File: src/rtl/nn_layer_sequencer_pkg.sv
// nn_seq_pkg: shared state encoding, layer sizes and counter sizing for the MLP layer sequencer
package nn_seq_pkg;
  localparam int ADDR_W = 32;
  localparam int L1_INPUTS_DEF = 784;
  localparam int L2_INPUTS_DEF = 128;
  localparam int L3_INPUTS_DEF = 32;
  localparam logic [1:0] SEL_IDLE = 2'd0;
  localparam logic [1:0] SEL_L1 = 2'd1;
  localparam logic [1:0] SEL_L2 = 2'd2;
  localparam logic [1:0] SEL_L3 = 2'd3;
  typedef enum logic [3:0] {
    S_IDLE, S_L1_FEED, S_L1_WAIT, S_L2_FEED, S_L2_WAIT,
    S_L3_FEED, S_L3_WAIT, S_SM_WAIT, S_DONE, S_ERR
  } state_t;
  // The feed counter also runs through the ROM drain cycles, so size it for the largest layer plus latency.
  function automatic int cnt_w(input int a, input int b, input int c, input int lat);
    int m;
    m = a > b ? a : b;
    m = m > c ? m : c;
    return m + lat > 2 ? $clog2(m + lat) : 1;
  endfunction
endpackage

File: src/rtl/nn_layer_sequencer_if.sv
// nn_layer_sequencer_if: host/datapath handshake bundle of the layer sequencer
interface nn_layer_sequencer_if;
  import nn_seq_pkg::*;
  logic start, abort;
  logic l1_done, l2_done, l3_done, sm_done;
  logic [ADDR_W-1:0] current_addr;
  logic l1_run, l2_run, l3_run;
  logic [1:0] layer_sel;
  logic busy, done, error;
  modport master (
    input start, abort, l1_done, l2_done, l3_done, sm_done,
    output current_addr, l1_run, l2_run, l3_run, layer_sel, busy, done, error
  );
  modport slave (
    output start, abort, l1_done, l2_done, l3_done, sm_done,
    input current_addr, l1_run, l2_run, l3_run, layer_sel, busy, done, error
  );
endinterface

File: src/rtl/nn_layer_sequencer_watchdog.sv
// seq_watchdog: counts cycles spent in one wait state and flags the cycle that reaches TIMEOUT
module seq_watchdog #(
  parameter int TIMEOUT = 4095
) (
  input  logic clk,
  input  logic rst_n,
  input  logic clear,
  input  logic en,
  output logic expired
);
  localparam int W = $clog2(TIMEOUT + 1);
  logic [W-1:0] cnt;
  always_ff @(posedge clk or negedge rst_n)
    if (!rst_n) cnt <= '0;
    else cnt <= clear || !en ? '0 : cnt + 1'b1;
  assign expired = en && cnt == W'(TIMEOUT - 1);
endmodule

File: src/rtl/nn_layer_sequencer.sv
// nn_layer_sequencer: frame controller streaming addresses and run strobes through the three MLP layers
module nn_layer_sequencer
  import nn_seq_pkg::*;
#(
  parameter int L1_INPUTS = L1_INPUTS_DEF,
  parameter int L2_INPUTS = L2_INPUTS_DEF,
  parameter int L3_INPUTS = L3_INPUTS_DEF,
  parameter int ROM_LAT = 1,
  parameter int TIMEOUT = 4095
) (
  input logic clk,
  input logic rst_n,
  nn_layer_sequencer_if.master bus
);
  localparam int CW = cnt_w(L1_INPUTS, L2_INPUTS, L3_INPUTS, ROM_LAT);
  localparam logic [CW-1:0] L1_N = CW'(L1_INPUTS);
  localparam logic [CW-1:0] L1_MAX = CW'(L1_INPUTS - 1);
  localparam logic [CW-1:0] L1_END = CW'(L1_INPUTS - 1 + ROM_LAT);
  localparam logic [CW-1:0] L2_END = CW'(L2_INPUTS - 1);
  localparam logic [CW-1:0] L3_END = CW'(L3_INPUTS - 1);
  state_t st, nx;
  logic [CW-1:0] cnt, lim, addr;
  logic [3:0] dn;
  logic feed, wait_st, issue, wd_exp, err_q;
  function automatic state_t await_nx(input logic [3:0] hit, input logic [3:0] want,
                                      input state_t go, input state_t cur, input logic exp);
    return (hit & ~want) != '0 ? S_ERR : (hit & want) != '0 ? go : exp ? S_ERR : cur;
  endfunction
  assign dn = {bus.sm_done, bus.l3_done, bus.l2_done, bus.l1_done};
  assign feed = st inside {S_L1_FEED, S_L2_FEED, S_L3_FEED};
  assign wait_st = st inside {S_L1_WAIT, S_L2_WAIT, S_L3_WAIT, S_SM_WAIT};
  assign lim = st == S_L1_FEED ? L1_END : st == S_L2_FEED ? L2_END : L3_END;
  assign issue = st == S_L1_FEED && cnt < L1_N;
  assign addr = st == S_L1_FEED ? (issue ? cnt : L1_MAX) : st inside {S_L2_FEED, S_L3_FEED} ? cnt : '0;
  always_comb begin
    nx = st;
    case (st)
      S_IDLE, S_ERR: nx = bus.start ? S_L1_FEED : st;
      S_L1_FEED, S_L2_FEED, S_L3_FEED:
        nx = |dn ? S_ERR : cnt != lim ? st :
             st == S_L1_FEED ? S_L1_WAIT : st == S_L2_FEED ? S_L2_WAIT : S_L3_WAIT;
      S_L1_WAIT: nx = await_nx(dn, 4'b0001, S_L2_FEED, st, wd_exp);
      S_L2_WAIT: nx = await_nx(dn, 4'b0010, S_L3_FEED, st, wd_exp);
      S_L3_WAIT: nx = await_nx(dn, 4'b0100, S_SM_WAIT, st, wd_exp);
      S_SM_WAIT: nx = await_nx(dn, 4'b1000, S_DONE, st, wd_exp);
      default: nx = S_IDLE;
    endcase
    if (bus.abort) nx = S_IDLE;
  end
  always_ff @(posedge clk or negedge rst_n)
    if (!rst_n) begin
      st <= S_IDLE;
      cnt <= '0;
      err_q <= 1'b0;
    end else begin
      st <= nx;
      cnt <= nx == st && feed ? cnt + 1'b1 : '0;
      err_q <= nx == S_ERR ? 1'b1 : st inside {S_IDLE, S_ERR} && nx == S_L1_FEED ? 1'b0 : err_q;
    end
  seq_watchdog #(.TIMEOUT(TIMEOUT)) u_wd (
    .clk(clk), .rst_n(rst_n), .clear(nx != st), .en(wait_st), .expired(wd_exp)
  );
  // Image ROM data trails its address by ROM_LAT cycles, so l1_run is the issue flag delayed to match.
  if (ROM_LAT == 0) begin : g_direct
    assign bus.l1_run = issue;
  end else begin : g_pipe
    logic [ROM_LAT-1:0] sr;
    always_ff @(posedge clk or negedge rst_n)
      if (!rst_n) sr <= '0;
      else sr <= nx == S_L1_FEED ? (sr << 1) | ROM_LAT'(issue) : '0;
    assign bus.l1_run = sr[ROM_LAT-1];
  end
  assign bus.current_addr = ADDR_W'(addr);
  assign bus.l2_run = st == S_L2_FEED;
  assign bus.l3_run = st == S_L3_FEED;
  assign bus.layer_sel = st inside {S_L1_FEED, S_L1_WAIT} ? SEL_L1 :
                         st inside {S_L2_FEED, S_L2_WAIT} ? SEL_L2 :
                         st inside {S_L3_FEED, S_L3_WAIT, S_SM_WAIT} ? SEL_L3 : SEL_IDLE;
  assign bus.busy = feed || wait_st;
  assign bus.done = st == S_DONE;
  assign bus.error = err_q;
endmodule

File: src/flat_wrapper.sv
// flat-port wrapper written by rule: the top's interface ports become plain ports
module nn_layer_sequencer_flat import nn_seq_pkg::*;
#(
  parameter int L1_INPUTS = L1_INPUTS_DEF,
  parameter int L2_INPUTS = L2_INPUTS_DEF,
  parameter int L3_INPUTS = L3_INPUTS_DEF,
  parameter int ROM_LAT = 1,
  parameter int TIMEOUT = 4095
)
  (clk, rst_n, bus_start, bus_abort, bus_l1_done, bus_l2_done, bus_l3_done, bus_sm_done, bus_current_addr, bus_l1_run, bus_l2_run, bus_l3_run, bus_layer_sel, bus_busy, bus_done, bus_error);
  nn_layer_sequencer_if bus_i ();
  input logic clk;
  input logic rst_n;
  input wire logic [$bits(bus_i.start)-1:0] bus_start;
  input wire logic [$bits(bus_i.abort)-1:0] bus_abort;
  input wire logic [$bits(bus_i.l1_done)-1:0] bus_l1_done;
  input wire logic [$bits(bus_i.l2_done)-1:0] bus_l2_done;
  input wire logic [$bits(bus_i.l3_done)-1:0] bus_l3_done;
  input wire logic [$bits(bus_i.sm_done)-1:0] bus_sm_done;
  output wire logic [$bits(bus_i.current_addr)-1:0] bus_current_addr;
  output wire logic [$bits(bus_i.l1_run)-1:0] bus_l1_run;
  output wire logic [$bits(bus_i.l2_run)-1:0] bus_l2_run;
  output wire logic [$bits(bus_i.l3_run)-1:0] bus_l3_run;
  output wire logic [$bits(bus_i.layer_sel)-1:0] bus_layer_sel;
  output wire logic [$bits(bus_i.busy)-1:0] bus_busy;
  output wire logic [$bits(bus_i.done)-1:0] bus_done;
  output wire logic [$bits(bus_i.error)-1:0] bus_error;
  assign bus_i.start = bus_start;
  assign bus_i.abort = bus_abort;
  assign bus_i.l1_done = bus_l1_done;
  assign bus_i.l2_done = bus_l2_done;
  assign bus_i.l3_done = bus_l3_done;
  assign bus_i.sm_done = bus_sm_done;
  assign bus_current_addr = bus_i.current_addr;
  assign bus_l1_run = bus_i.l1_run;
  assign bus_l2_run = bus_i.l2_run;
  assign bus_l3_run = bus_i.l3_run;
  assign bus_layer_sel = bus_i.layer_sel;
  assign bus_busy = bus_i.busy;
  assign bus_done = bus_i.done;
  assign bus_error = bus_i.error;
  nn_layer_sequencer #(.L1_INPUTS(L1_INPUTS), .L2_INPUTS(L2_INPUTS), .L3_INPUTS(L3_INPUTS), .ROM_LAT(ROM_LAT), .TIMEOUT(TIMEOUT)) u_core (.clk(clk), .rst_n(rst_n), .bus(bus_i));
endmodule
File: config.mk
export PLATFORM = sky130hd
export DESIGN_NAME = nn_layer_sequencer_flat
export DESIGN_NICKNAME = d
export VERILOG_FILES = /design/src/rtl/nn_layer_sequencer_pkg.sv /design/src/rtl/nn_layer_sequencer_if.sv /design/src/rtl/nn_layer_sequencer_watchdog.sv /design/src/rtl/nn_layer_sequencer.sv /design/src/flat_wrapper.sv
export SDC_FILE = /design/constraint.sdc
export NUM_CORES = 1
export LEC_CHECK = 0
export ABC_AREA = 0
export CORE_MARGIN = 5
export CORE_UTILIZATION = 45
export DETAILED_ROUTE_END_ITERATION = 12
export DONT_BUFFER_PORTS = 1
export PLACE_DENSITY = 0.65
export SETUP_SLACK_MARGIN = 0.5
export SLEW_MARGIN = 20
export SYNTH_ARGS = -nofsm -noshare
export SYNTH_HDL_FRONTEND = slang
export SYNTH_SLANG_ARGS = --single-unit
File: constraint.sdc
create_clock -name clk -period 2.08 [get_ports clk]
set_clock_uncertainty 0.15 [all_clocks]
set_input_delay 0.624 -clock clk [delete_from_list [all_inputs] [get_ports clk]]
set_output_delay 0.624 -clock clk [all_outputs]
set_load 0.005 [all_outputs]
==> impl_metrics.env, run 1 <==
export IMPL_status="finished with violations"
export IMPL_violations="hold timing, setup timing"
export IMPL_clk_latency_ps=280
export IMPL_die_area_um2=6620
export IMPL_die_y_um=81.4
export IMPL_yosysMostFrequentCell="dfrtp_1"
export IMPL_nFillCells=335
export IMPL_crit_path_max_fanout=20
export IMPL_hpwl_um=4770
export IMPL_max_freq_mhz=398
export IMPL_vdd_drop_max_mv=0.689
export IMPL_port_buffers=0
export IMPL_htreeDepth=1
export IMPL_boundaryPins=48
export IMPL_synth_commonest_cells="dfrtp_1 (28), buf_4 (24), nor4_1 (24)"
export IMPL_hold_class="primary input to async pin"
export IMPL_rows=26
export IMPL_cp_arrival_ps=2540
export IMPL_p_leak_nw=1.54
export IMPL_drt_antenna_violating_nets=0
export IMPL_dr_pass1_iters=4
export IMPL_maxCapViolCount=0
export IMPL_final_area_um2=3710
export IMPL_wl_per_cell_um=18.6
export IMPL_drt_total_wl_um=7920
export IMPL_required_ps=2100
export IMPL_ys_top_cells_by_area="dfrtp_1 (31%), buf_4 (7.9%), nor4_1 (6.5%)"
export IMPL_async_flop_share=1.00
export IMPL_area_growth_pct=61.6
export IMPL_grt_remaining_overflow=0
export IMPL_worst_hold_slack_ps=-3.25
export IMPL_antenna_cells=0
export IMPL_routed_via_density=5.74
export IMPL_cp_end_kind="flip-flop"
export IMPL_grt_pass1_vias=2291
export IMPL_rsz0062_at_grt="yes"
export IMPL_grtUsageTotal=0.215
export IMPL_vias=2440
export IMPL_cts_tree="yes"
export IMPL_syn_mean_instance_area_um2=8.46
export IMPL_synth_distinct_cells=62
export IMPL_r2r_cells=6
export IMPL_cts_made_buffers=3
export IMPL_synth_top_area_frac=0.306
export IMPL_ys_warn_count=0
export IMPL_dpl_cell_area_um2=2750
export IMPL_antenna_found_initial=0
export IMPL_die_x_um=81.4
export IMPL_grt_pass1_wl_um=11000
export IMPL_ys_seq_area_frac=0.306
export IMPL_critical_path_class="flip-flop to flip-flop"
export IMPL_synth_top_area_cell="dfrtp_1"
export IMPL_drc_errors=0
export IMPL_multi_input_area_um2=1950
export IMPL_drtIter0Drc=159
export IMPL_netlist_area_um2=2290
export IMPL_setup_viol=41
export IMPL_drive_above_1_share=0.518
export IMPL_drv_slew=0
export IMPL_start_util=0.455
export IMPL_clk_pin_slew_ps=100
export IMPL_synth_edf_count=0
export IMPL_final_setup_worst_slack_ps=-431
export IMPL_min_period_ps=2510
export IMPL_ys_seq_elements=28
export IMPL_slew_headroom=0.495
export IMPL_fin_crit_sh=1.21
export IMPL_grt_max_degree=29
export IMPL_routabilityCongestion=0.945
export IMPL_cp_start_kind="flip-flop"
export IMPL_core_area_um2=5040
export IMPL_register_area_um2=702
export IMPL_cts_root_buf="clkbuf_8"
export IMPL_synth_cells=271
export IMPL_dp_slack_ps=-521
export IMPL_numClockSinks=28
export IMPL_final_hold_viol_count=6
export IMPL_clk_path_buf_depth=2
export IMPL_fin_tns_setup_ps=-12090
export IMPL_worstMarginPinSlew_ps=748
export IMPL_powerDensity_nw_per_um2=644
export IMPL_synth_ff_type="dfrtp_1"
export IMPL_nets=367
[per-stage QoR]
stage / util / instances / total power, mW
after floorplan: - / 292 / 1.21
after global placement: 0.545 / 389 / 1.43
after detailed placement: 0.545 / 389 / 1.45
after CTS: 0.636 / 411 / 2.07
after global routing: 0.735 / 425 / 2.50
final: 0.735 / 425 / 2.39
[report_power, final]
group          switching, mW  total [mW]  internal (mW)
clock                  0.174       0.344          0.170
sequential            0.0304       0.614          0.584
combinational          0.758        1.43          0.670
[kinds of logic after synthesis]
kind of cell | synth area share
DFF | 0.306
buffers and inverters | 0.125
muxes | 0.00491
and+or+nand+nor | 0.320
xor gates and xnor gates | 0.0649
adders and majority gates | 0.0164
other | 0.00164
AOI/OAI and AO/OA | 0.161
[registers in the layout, indices dropped and copies added, names as in the netlist]
name / cells
u_core.u_wd.cnt: 12
u_core.cnt: 10
u_core.st: 4
u_core.bus.error: 1
u_core.bus.l1_run: 1
[final cells by class]
cell class / instances / area share
clock buffer: 4 / 0.0149
timing repair buffer: 97 / 0.237
tap: 70 / 0.0236
sequential: 28 / 0.189
multi-input combinational: 218 / 0.527
inverter: 8 / 0.00810
[final timing paths]
check / from / end / slack [ps]
setup / recovery: u_core.st[3] / u_core.cnt[1] / -430
min in group clk: bus_sm_done / u_core.st[2] / 380
hold reg to reg: u_core.bus.error / u_core.bus.error / 400
setup reg to reg: u_core.st[3] / u_core.cnt[1] / -430
max in group asynchronous: rst_n / u_core.st[3] / 1610
hold / removal: rst_n / u_core.cnt[5] / -3
[metal layers]
layer | part of all wire | track usage | wire [µm]
met1 | 0.40 | 0.274 | 3150
met2 | 0.53 | 0.371 | 4180
met3 | 0.048 | 0.0288 | 380
met4 | 0.026 | 0.0760 | 208
met5 | 0 | 0 | 0
[layout by cell type (no fill, tap or decap), drive strengths merged, types with 6 or more instances in the layout]
cell type  instances
nand4              7
xor2               8
buf               97
and2               8
nand2             20
a21oi              8
inv                8
nand2b             6
conb              22
xnor2              9
o21ai              6
nor4              26
nor2              23
dfrtp             28
nand3              7
[what timing repair did]
item,4_1_cts,5_1_grt
gates cloned,1,2
pin swaps,23,21
hold endpoints to repair,28,0
resized for setup,61,71
hold buffers,1,0
endpoints found under the setup margin,44,44
setup buffers,16,12
[critical path, cell delays in order (launching register included)]
cell      delay (ps)
dfrtp_2          450
buf_6            190
or2_2            330
o41ai_1          690
a221oi_4         100
buf_6            200
nor4b_1          290
Note: power is estimated with default switching activity, not from simulation.
==> run 2: changes to the inputs <==
MAX_ROUTING_LAYER = met4   (was not set)
SLEW_MARGIN = not set   (was 20)
==> run 2 against run 1 <==
The run still ends with hold timing, setup timing left. First-iteration DRC count is 0.63% lower. Routed wire length down 0.25%. Register-to-register slack about the same. Combinational power barely moved.
==> impl_metrics.env, run 2 (synthesis gave the netlist of run 1 again) <==
export IMPL_top_register="u_core.u_wd.cnt"
export IMPL_placed_cells=389
export IMPL_p_leak_nw=1.54
export IMPL_cts_tree="yes"
export IMPL_path_cells="buf_6, or2_2, o41ai_1, a221oi_4, buf_6, nor4b_1"
export IMPL_die_area_um2=6620
export IMPL_drive_above_1_share=0.518
export IMPL_final_setup_worst_slack_ps=-427
export IMPL_core_area_um2=5040
export IMPL_swShare=0.403
export IMPL_drtIter0Drc=158
export IMPL_largest_reg_flops=12
export IMPL_p_clk_frac=0.144
export IMPL_nets=367
export IMPL_routed_via_density=5.76
export IMPL_crit_cells=6
export IMPL_antenna_cells=0
export IMPL_grt_remaining_overflow=0
export IMPL_crit_top_cell="buf_6"
export IMPL_fin_tns_setup_ps=-12100
export IMPL_maxCapViolCount=0
export IMPL_cp_arrival_ps=2530
export IMPL_cp_top_family="compound AO/OA/AOI/OAI gates"
export IMPL_r2r_cells=6
export IMPL_final_hold_viol_count=1
export IMPL_min_period_ps=2510
export IMPL_violations="hold timing, setup timing"
export IMPL_dr_pass1_iters=4
export IMPL_cts_root_buf="clkbuf_8"
export IMPL_ff2ff_setup_slack_ps=-430
export IMPL_vdd_drop_max_mv=0.697
export IMPL_grt_max_degree=29
export IMPL_rows=26
export IMPL_reg_top3="u_core.u_wd.cnt x12, u_core.cnt x10, u_core.st x4"
export IMPL_setup_viol=41
export IMPL_wl_per_cell_um=18.6
export IMPL_status="finished with violations"
export IMPL_cts_made_buffers=3
export IMPL_vias=2448
export IMPL_required_ps=2100
export IMPL_path_buf_inv=2
export IMPL_fin_crit_sh=1.21
export IMPL_rsz0062_at_grt="yes"
export IMPL_htreeDepth=1
export IMPL_cp_end_kind="flip-flop"
export IMPL_final_common_cell="buf_4"
export IMPL_drv_slew=0
export IMPL_slew_headroom=0.496
export IMPL_seqPwrFrac=0.258
export IMPL_start_util=0.455
export IMPL_slowest_stage="o41ai_1"
export IMPL_hold_class="primary input to async pin"
export IMPL_worstMarginPinSlew_ps=747
export IMPL_boundaryPins=48
export IMPL_die_y_um=81.4
export IMPL_p_sw_mw=0.961
export IMPL_r2r_start="u_core.st[3]"
export IMPL_max_freq_mhz=399
export IMPL_worst_hold_slack_ps=-1.74
export IMPL_drt_total_wl_um=7900
export IMPL_area_growth_pct=61.6
export IMPL_port_buffers=0
export IMPL_clk_latency_ps=280
export IMPL_powerDensity_nw_per_um2=643
export IMPL_crit_path_max_fanout=20
export IMPL_p_int_mw=1.42
export IMPL_hpwl_um=4770
export IMPL_critical_path_class="flip-flop to flip-flop"
export IMPL_crit_start="u_core.st[3]"
export IMPL_r2r_end="u_core.cnt[1]"
export IMPL_die_x_um=81.4
export IMPL_crit_end="u_core.cnt[1]"
export IMPL_layout_common_cells="buf_4 (62), buf_6 (33), dfrtp_1 (27)"
export IMPL_grt_pass1_wl_um=11000
export IMPL_combPwrFrac=0.598
export IMPL_drt_antenna_violating_nets=0
export IMPL_grt_pass1_vias=2301
export IMPL_numClockSinks=28
export IMPL_final_instance_count_excl_fill=425
export IMPL_cp_start_kind="flip-flop"
export IMPL_grtUsageTotal=0.221
export IMPL_antenna_found_initial=0
export IMPL_clk_path_buf_depth=2
export IMPL_crit_path_max_incr_delay_ps=690
export IMPL_drc_errors=0
export IMPL_clk_pin_slew_ps=100
export IMPL_routabilityCongestion=0.962
==> run 2: cell counts in the layout (fill, tap and decap cells not counted) <==
No cell type changed its count.
==> run 2: layout make-up <==
cell class | instances | area, µm²
repair buffers | 97 | 877
inverters | 8 | 30.0
multi-input cells | 218 | 1950
well taps | 70 | 87.6
flip-flops and latches | 28 | 702
clock buffers | 4 | 55.1
fillers | 335 | 1340
==> run 2: routing by layer <==
metal  global-route usage  up-vias  part of all wire
met1                0.272     1204              0.39
met3               0.0288       23             0.059
li1                     -     1129                 -
met4               0.0760        0             0.026
met2                0.371       92              0.52
met5                    -        -                 0
==> run 2: power by group through the flow <==
stage	registers, mW	logic (mW)	clock network, mW
5_1_grt	0.621	1.51	0.373
3_5_place_dp	0.624	0.829	0
2_1_floorplan	0.627	0.587	0
4_1_cts	0.613	1.12	0.342
6_report	0.614	1.43	0.344
3_3_place_gp	0.623	0.807	0
==> run 2: worst min-delay path by stage <==
stage                     start               end  cells past startpoint
after floorplan           rst_n  u_core.bus.error                      0
after detailed placement  rst_n     u_core.cnt[6]                      0
after CTS                 rst_n     u_core.cnt[1]                      1
after global placement    rst_n     u_core.cnt[6]                      0
final                     rst_n     u_core.cnt[4]                      1
after global routing      rst_n     u_core.cnt[5]                      1
==> run 2: stage by stage <==
stage / hold slack [ps] / utilization / power, mW / worst slack, ps / instance area [µm²]
floorplan: 178 / - / 1.21 / -414 / 2480
global placement: 179 / 0.545 / 1.43 / -443 / 2750
detailed placement: 179 / 0.545 / 1.45 / -521 / 2750
CTS: 9.63 / 0.636 / 2.07 / -346 / 3210
global route: -0.775 / 0.735 / 2.51 / -555 / 3710
finish: -1.74 / 0.735 / 2.38 / -427 / 3710
==> run 2: repair_timing <==
item / CTS / global route
hold buffers: 1 / 0
buffers inserted: 16 / 12
endpoints found under the setup margin: 44 / 44
pin swaps: 23 / 21
gates cloned: 1 / 2
endpoints found under the hold margin: 28 / 0
resized for setup: 61 / 71
